[src/rtl/collision_scheduler.sv]
// Sweeps one shared collision detector across NUM_OBS obstacle slots per frame and latches game_over.
// Optional COLL_SCHED_OVERRUN_EN adds a sticky overrun flag for frame ticks that arrive mid-scan.
//
// state | meaning
// IDLE  | waiting for frame_tick (ignored while game_over is set)
// SCAN  | obs_sel walks 0..NUM_OBS-1, one slot evaluated per clock
// DONE  | one-cycle scan_done pulse, results already published
module collision_scheduler #(
  parameter int NUM_OBS = 4,
  parameter int IDX_W   = 2
) (
  input  logic             clk,
  input  logic             rst_n,
  input  logic             frame_tick,
  input  logic             game_restart,
  output logic [IDX_W-1:0] obs_sel,
  input  logic             obs_active,
  input  logic             coll_in,
  output logic             scan_busy,
  output logic             scan_done,
  output logic             hit,
  output logic [IDX_W-1:0] hit_index,
  output logic             game_over
`ifdef COLL_SCHED_OVERRUN_EN
  ,
  output logic             overrun
`endif
);

  typedef enum logic [1:0] {IDLE, SCAN, DONE} state_t;

  localparam logic [IDX_W-1:0] LAST_SLOT = IDX_W'(NUM_OBS - 1);

  state_t           state_q, state_d;
  logic [IDX_W-1:0] obs_sel_q, obs_sel_d;
  logic             scan_busy_q, scan_busy_d;
  logic             scan_done_q, scan_done_d;
  logic             hit_q, hit_d;
  logic [IDX_W-1:0] hit_index_q, hit_index_d;
  logic             game_over_q, game_over_d;
  logic             acc_hit_q, acc_hit_d;
  logic [IDX_W-1:0] acc_idx_q, acc_idx_d;
  logic             slot_hit;
`ifdef COLL_SCHED_OVERRUN_EN
  logic             overrun_q, overrun_d;
`endif

  assign slot_hit = obs_active & coll_in;

  always_comb begin
    state_d     = state_q;
    obs_sel_d   = obs_sel_q;
    scan_busy_d = scan_busy_q;
    scan_done_d = 1'b0;
    hit_d       = hit_q;
    hit_index_d = hit_index_q;
    game_over_d = game_over_q;
    acc_hit_d   = acc_hit_q;
    acc_idx_d   = acc_idx_q;
`ifdef COLL_SCHED_OVERRUN_EN
    overrun_d   = overrun_q;
`endif
    if (game_restart) begin
      state_d     = IDLE;
      scan_busy_d = 1'b0;
      hit_d       = 1'b0;
      hit_index_d = '0;
      game_over_d = 1'b0;
      acc_hit_d   = 1'b0;
      acc_idx_d   = '0;
`ifdef COLL_SCHED_OVERRUN_EN
      overrun_d   = 1'b0;
`endif
    end else begin
      case (state_q)
        IDLE: begin
          if (frame_tick && !game_over_q) begin
            state_d     = SCAN;
            obs_sel_d   = '0;
            scan_busy_d = 1'b1;
            acc_hit_d   = 1'b0;
            acc_idx_d   = '0;
          end
        end
        SCAN: begin
          if (slot_hit && !acc_hit_q) begin
            acc_hit_d = 1'b1;
            acc_idx_d = obs_sel_q;
          end
          // The last slot's result is folded in combinationally so it lands with scan_done.
          if (obs_sel_q == LAST_SLOT) begin
            state_d     = DONE;
            scan_busy_d = 1'b0;
            scan_done_d = 1'b1;
            hit_d       = acc_hit_d;
            hit_index_d = acc_idx_d;
            if (acc_hit_d) game_over_d = 1'b1;
          end else begin
            obs_sel_d = obs_sel_q + 1'b1;
          end
`ifdef COLL_SCHED_OVERRUN_EN
          if (frame_tick) overrun_d = 1'b1;
`endif
        end
        DONE: begin
          state_d = IDLE;
`ifdef COLL_SCHED_OVERRUN_EN
          if (frame_tick) overrun_d = 1'b1;
`endif
        end
        default: state_d = IDLE;
      endcase
    end
  end

  always_ff @(posedge clk or negedge rst_n) begin
    if (!rst_n) begin
      state_q     <= IDLE;
      obs_sel_q   <= '0;
      scan_busy_q <= 1'b0;
      scan_done_q <= 1'b0;
      hit_q       <= 1'b0;
      hit_index_q <= '0;
      game_over_q <= 1'b0;
      acc_hit_q   <= 1'b0;
      acc_idx_q   <= '0;
`ifdef COLL_SCHED_OVERRUN_EN
      overrun_q   <= 1'b0;
`endif
    end else begin
      state_q     <= state_d;
      obs_sel_q   <= obs_sel_d;
      scan_busy_q <= scan_busy_d;
      scan_done_q <= scan_done_d;
      hit_q       <= hit_d;
      hit_index_q <= hit_index_d;
      game_over_q <= game_over_d;
      acc_hit_q   <= acc_hit_d;
      acc_idx_q   <= acc_idx_d;
`ifdef COLL_SCHED_OVERRUN_EN
      overrun_q   <= overrun_d;
`endif
    end
  end

  assign obs_sel   = obs_sel_q;
  assign scan_busy = scan_busy_q;
  assign scan_done = scan_done_q;
  assign hit       = hit_q;
  assign hit_index = hit_index_q;
  assign game_over = game_over_q;
`ifdef COLL_SCHED_OVERRUN_EN
  assign overrun   = overrun_q;
`endif

endmodule

[config.mk]
export PLATFORM = sky130hd
export DESIGN_NAME = collision_scheduler
export DESIGN_NICKNAME = d
export VERILOG_FILES = /design/src/rtl/collision_scheduler.sv
export SDC_FILE = /design/constraint.sdc
export NUM_CORES = 1
export LEC_CHECK = 0
export ABC_CLOCK_PERIOD_IN_PS = 2050
export CORE_MARGIN = 1
export CORE_UTILIZATION = 52
export DETAILED_ROUTE_END_ITERATION = 6
export GPL_ROUTABILITY_DRIVEN = 0
export PLACE_DENSITY = 0.81
export SLEW_MARGIN = 0
export SYNTH_ARGS = -nofsm -noshare
export SYNTH_HDL_FRONTEND = slang
export SYNTH_SLANG_ARGS = --single-unit
[constraint.sdc]
create_clock -name clk -period 2.05 [get_ports clk]
set_input_delay 0.3075 -clock clk [delete_from_list [all_inputs] [get_ports clk]]
set_output_delay 0.3075 -clock clk [all_outputs]
set_load 0.01 [all_outputs]
==> impl_results.md <==
* Run status: complete, no violations
* Leakage component of the power at 0.381 nW
* Critical path origin: obs_sel[0]$_DFFE_PN0P_
* Width of the die at between 30 and 40 µm
* Wire length of the first global-routing pass at roughly 2.0 mm
* Die area at about 0.0015 mm²
* Diodes inserted at 0
* Fraction of layout instances using a drive strength above 1 at approximately an eighth
* Endpoint class of the critical path: output pin
* Longest Clk Path Bufs at 2
* Top cells by area, synth: dfrtp_1, mux2i_1, and3b_1, a211oi_2, a21oi_1
* Initial cell density of the core at 59.0%
* Total number of placement rows at 12
* Detailed-route vias per instance at just under 6
* Kind of start point of the critical path: flop
* Async S/R FF share, synth at 100%
* # Post-CTS Setup Buffers at 0
* Number of synthesized flops with an enable pin at 0
* Number of I/O port buffers at 13
* Initial DRC Count at 11
* Number of antenna violations at the first check in global routing at 0
* Post-synthesis sequential area ratio at a little under half
* Largest net degree at the start of global routing at 14
* Primary FF master, synth: dfrtp_1
* Largest family of logic cells by synthesized area: compound AO/OA/AOI/OAI gates
* CTS Root Buffer Type: clkbuf_4
* TritonCTS clock tree: built
* Post-Synth Simple-Gate Area at a little under a fifth
* Register clock-pin slew on the reported worst setup and hold paths at 0.07 ns
* Post-synth top area share at 47.7%
* Crit path buf inv count at 1
* CP peak stage delay at 0.58 ns
* Post-layout minimum cycle time at between 1.5 and 2 ns
* Final-report hold violation count at 0
* Netlist area before placement at between 600 and 700 µm²
* Standard cell core area at roughly 0.0012 mm²
* Number of buffers added by the clock tree synthesis step at 3
* Slowest stage cell, crit path: clkdlybuf4s50_1
* Vias in the first global route at 440
* CP cell instances: clkdlybuf4s50_1
* Accumulated negative setup slack at 0 ns
* Skew-Pair Late Insertion Delay at ~0.27 ns
* Number of max-slew violations in the final report at 0
* Nets at between 80 and 90
* Ports at 14
* Proportion of synthesized area in mux cells at approximately 9%
* Number of distinct library cells after synthesis at 24
* CTS H-Tree Depth at 1
* Final period utilization at 78.9%
* Post-Syn Nets at 69
* Clock Skew at ~0.0035 ns
* Top library cells by usage in the layout, fill and taps aside: dfrtp_1, clkdlybuf4s50_1, nor2_1, mux2i_1
* Crit Path Category: reg -> out
* Post-Synthesis Cells at 62
* Detailed-route via count at about 530
* Post-synthesis share of cell area spent on full adders, half adders and majority gates at under 10%
* Detailed placer's ending HPWL at ~930 µm
* Xor/xnor share of the synthesized area at 0%
* Number of endpoints failing setup at the final stage at 0
* Minimum hold slack at 0.393 ns
* Power Dens Cells at approximately 750 mW/mm²
* Per-instance average area after synthesis at between 10 and 15 µm²
* Gate family responsible for the most delay along the worst path: buffers and inverters
* Number of buffers inserted by hold repair at cts at 0
* Seq cells post-synth at 13
* Overflow left after global routing at 0
* Remaining antenna violation count after routing at 0
* DR DRC count at 0
* Reg-to-Reg Start: obs_sel[0]$_DFFE_PN0P_
* Layout overhead on the synthesized area at 23.5%
* Measured slew at the worst slew-check pin at 0.554 ns
* Number of gates resized after cts at 0
* Worst endpoint required time at approximately 1.7 ns
* Floorplan die height at about 38 µm
* Share of the synthesized area in compound gates (AO/OA/AOI/OAI) at a little under a fifth
* Headroom to the max-slew limit at between 60% and 70%
* Maximum clock frequency at a little over 600 MHz
* Largest driver fanout on the critical path at 6
* Cell type with the largest total area after synthesis: dfrtp_1
* DRT Wirelength at around 1.3 mm
* Per-cell routed wire length at roughly 14 µm
* Clk sink count at 13
* MaxCap Viol Count at 0
* First-pass iteration count of the detailed router at 4
* IR drop worst, VDD at 0.410 mV
* Unrepaired setup endpoints after global routing: false
* HP Class: in -> async
* Total track usage at between 20% and 30%
* Signal arrival time at the worst endpoint at 1.31 ns
* Syn. warnings at 0
## path summary, 6_finish.rpt
check	end	slack, ns	cells after the start
max	obs_sel[0]	0.43	1
min	state_q[0]$_DFFE_PN0P_	0.39	1
min in group clk	hit$_DFFE_PN0P_	0.54	2
max reg2reg	scan_busy$_DFFE_PN0P_	0.53	3
max in group asynchronous	obs_sel[0]$_DFFE_PN0P_	1.29	1
min reg2reg	hit$_DFFE_PN0P_	0.54	2
## cell usage after synthesis, drive strengths merged (2+ instances only)
library cell / number
dfrtp: 13
mux2i: 5
nor2: 5
a21oi: 4
and3b: 4
o21ai: 4
buf: 3
nand2b: 3
a211oi: 2
inv: 2
nand2: 2
nand3b: 2
nor3: 2
nor4bb: 2
o2bb2ai: 2
## state kept, by name, indices dropped and copies added, names as in the netlist, 2 cells and up
name / cells
obs_sel: 2
acc_idx_q: 2
state_q: 2
hit_index: 2
## stage by stage
step                      total power, mW  std cells  worst slack [ns]  instance area [µm²]  util (%)
after detailed placement            0.485         87             0.445                  816      70.6
after floorplan                     0.409         62             0.607                  682         -
after global routing                0.668         91             0.382                  842      72.8
after global placement              0.478         87             0.468                  816      70.6
final                               0.630         91             0.433                  842      72.8
after CTS                           0.636         91             0.430                  842      72.8
## cell type report
type	count	area [µm²]
Timing Repair Buffer	14	138
Multi-Input combinational cell	44	328
Inverter	2	7.51
Fill cell	90	314
Tap cell	14	17.5
Clock buffer	4	26.3
Sequential cell	13	325
## cell families (layout without fill, tap and decap cells)
| group | Yosys count | in the layout |
|---|---|---|
| buffers and inverters | 5 | 20 |
| DFF | 13 | 13 |
| muxes | 6 | 6 |
| adders and majority gates | 1 | 1 |
| and+or+nand+nor | 20 | 20 |
| AOI/OAI and AO/OA | 17 | 17 |
## per-layer routing
metal	global-route usage (%)	wire length [µm]	vias up
met3	6.98	55	4
met2	30.1	542	17
met5	0	0	-
met4	13.4	25	0
li1	-	-	261
met1	28.2	633	243
## where the power goes
group	switching [mW]	internal, mW
combinational	0.0697	0.0927
clock	0.0760	0.0753
sequential	0.0358	0.280
total	0.182	0.448
Note: power is estimated with default switching activity, not from simulation.
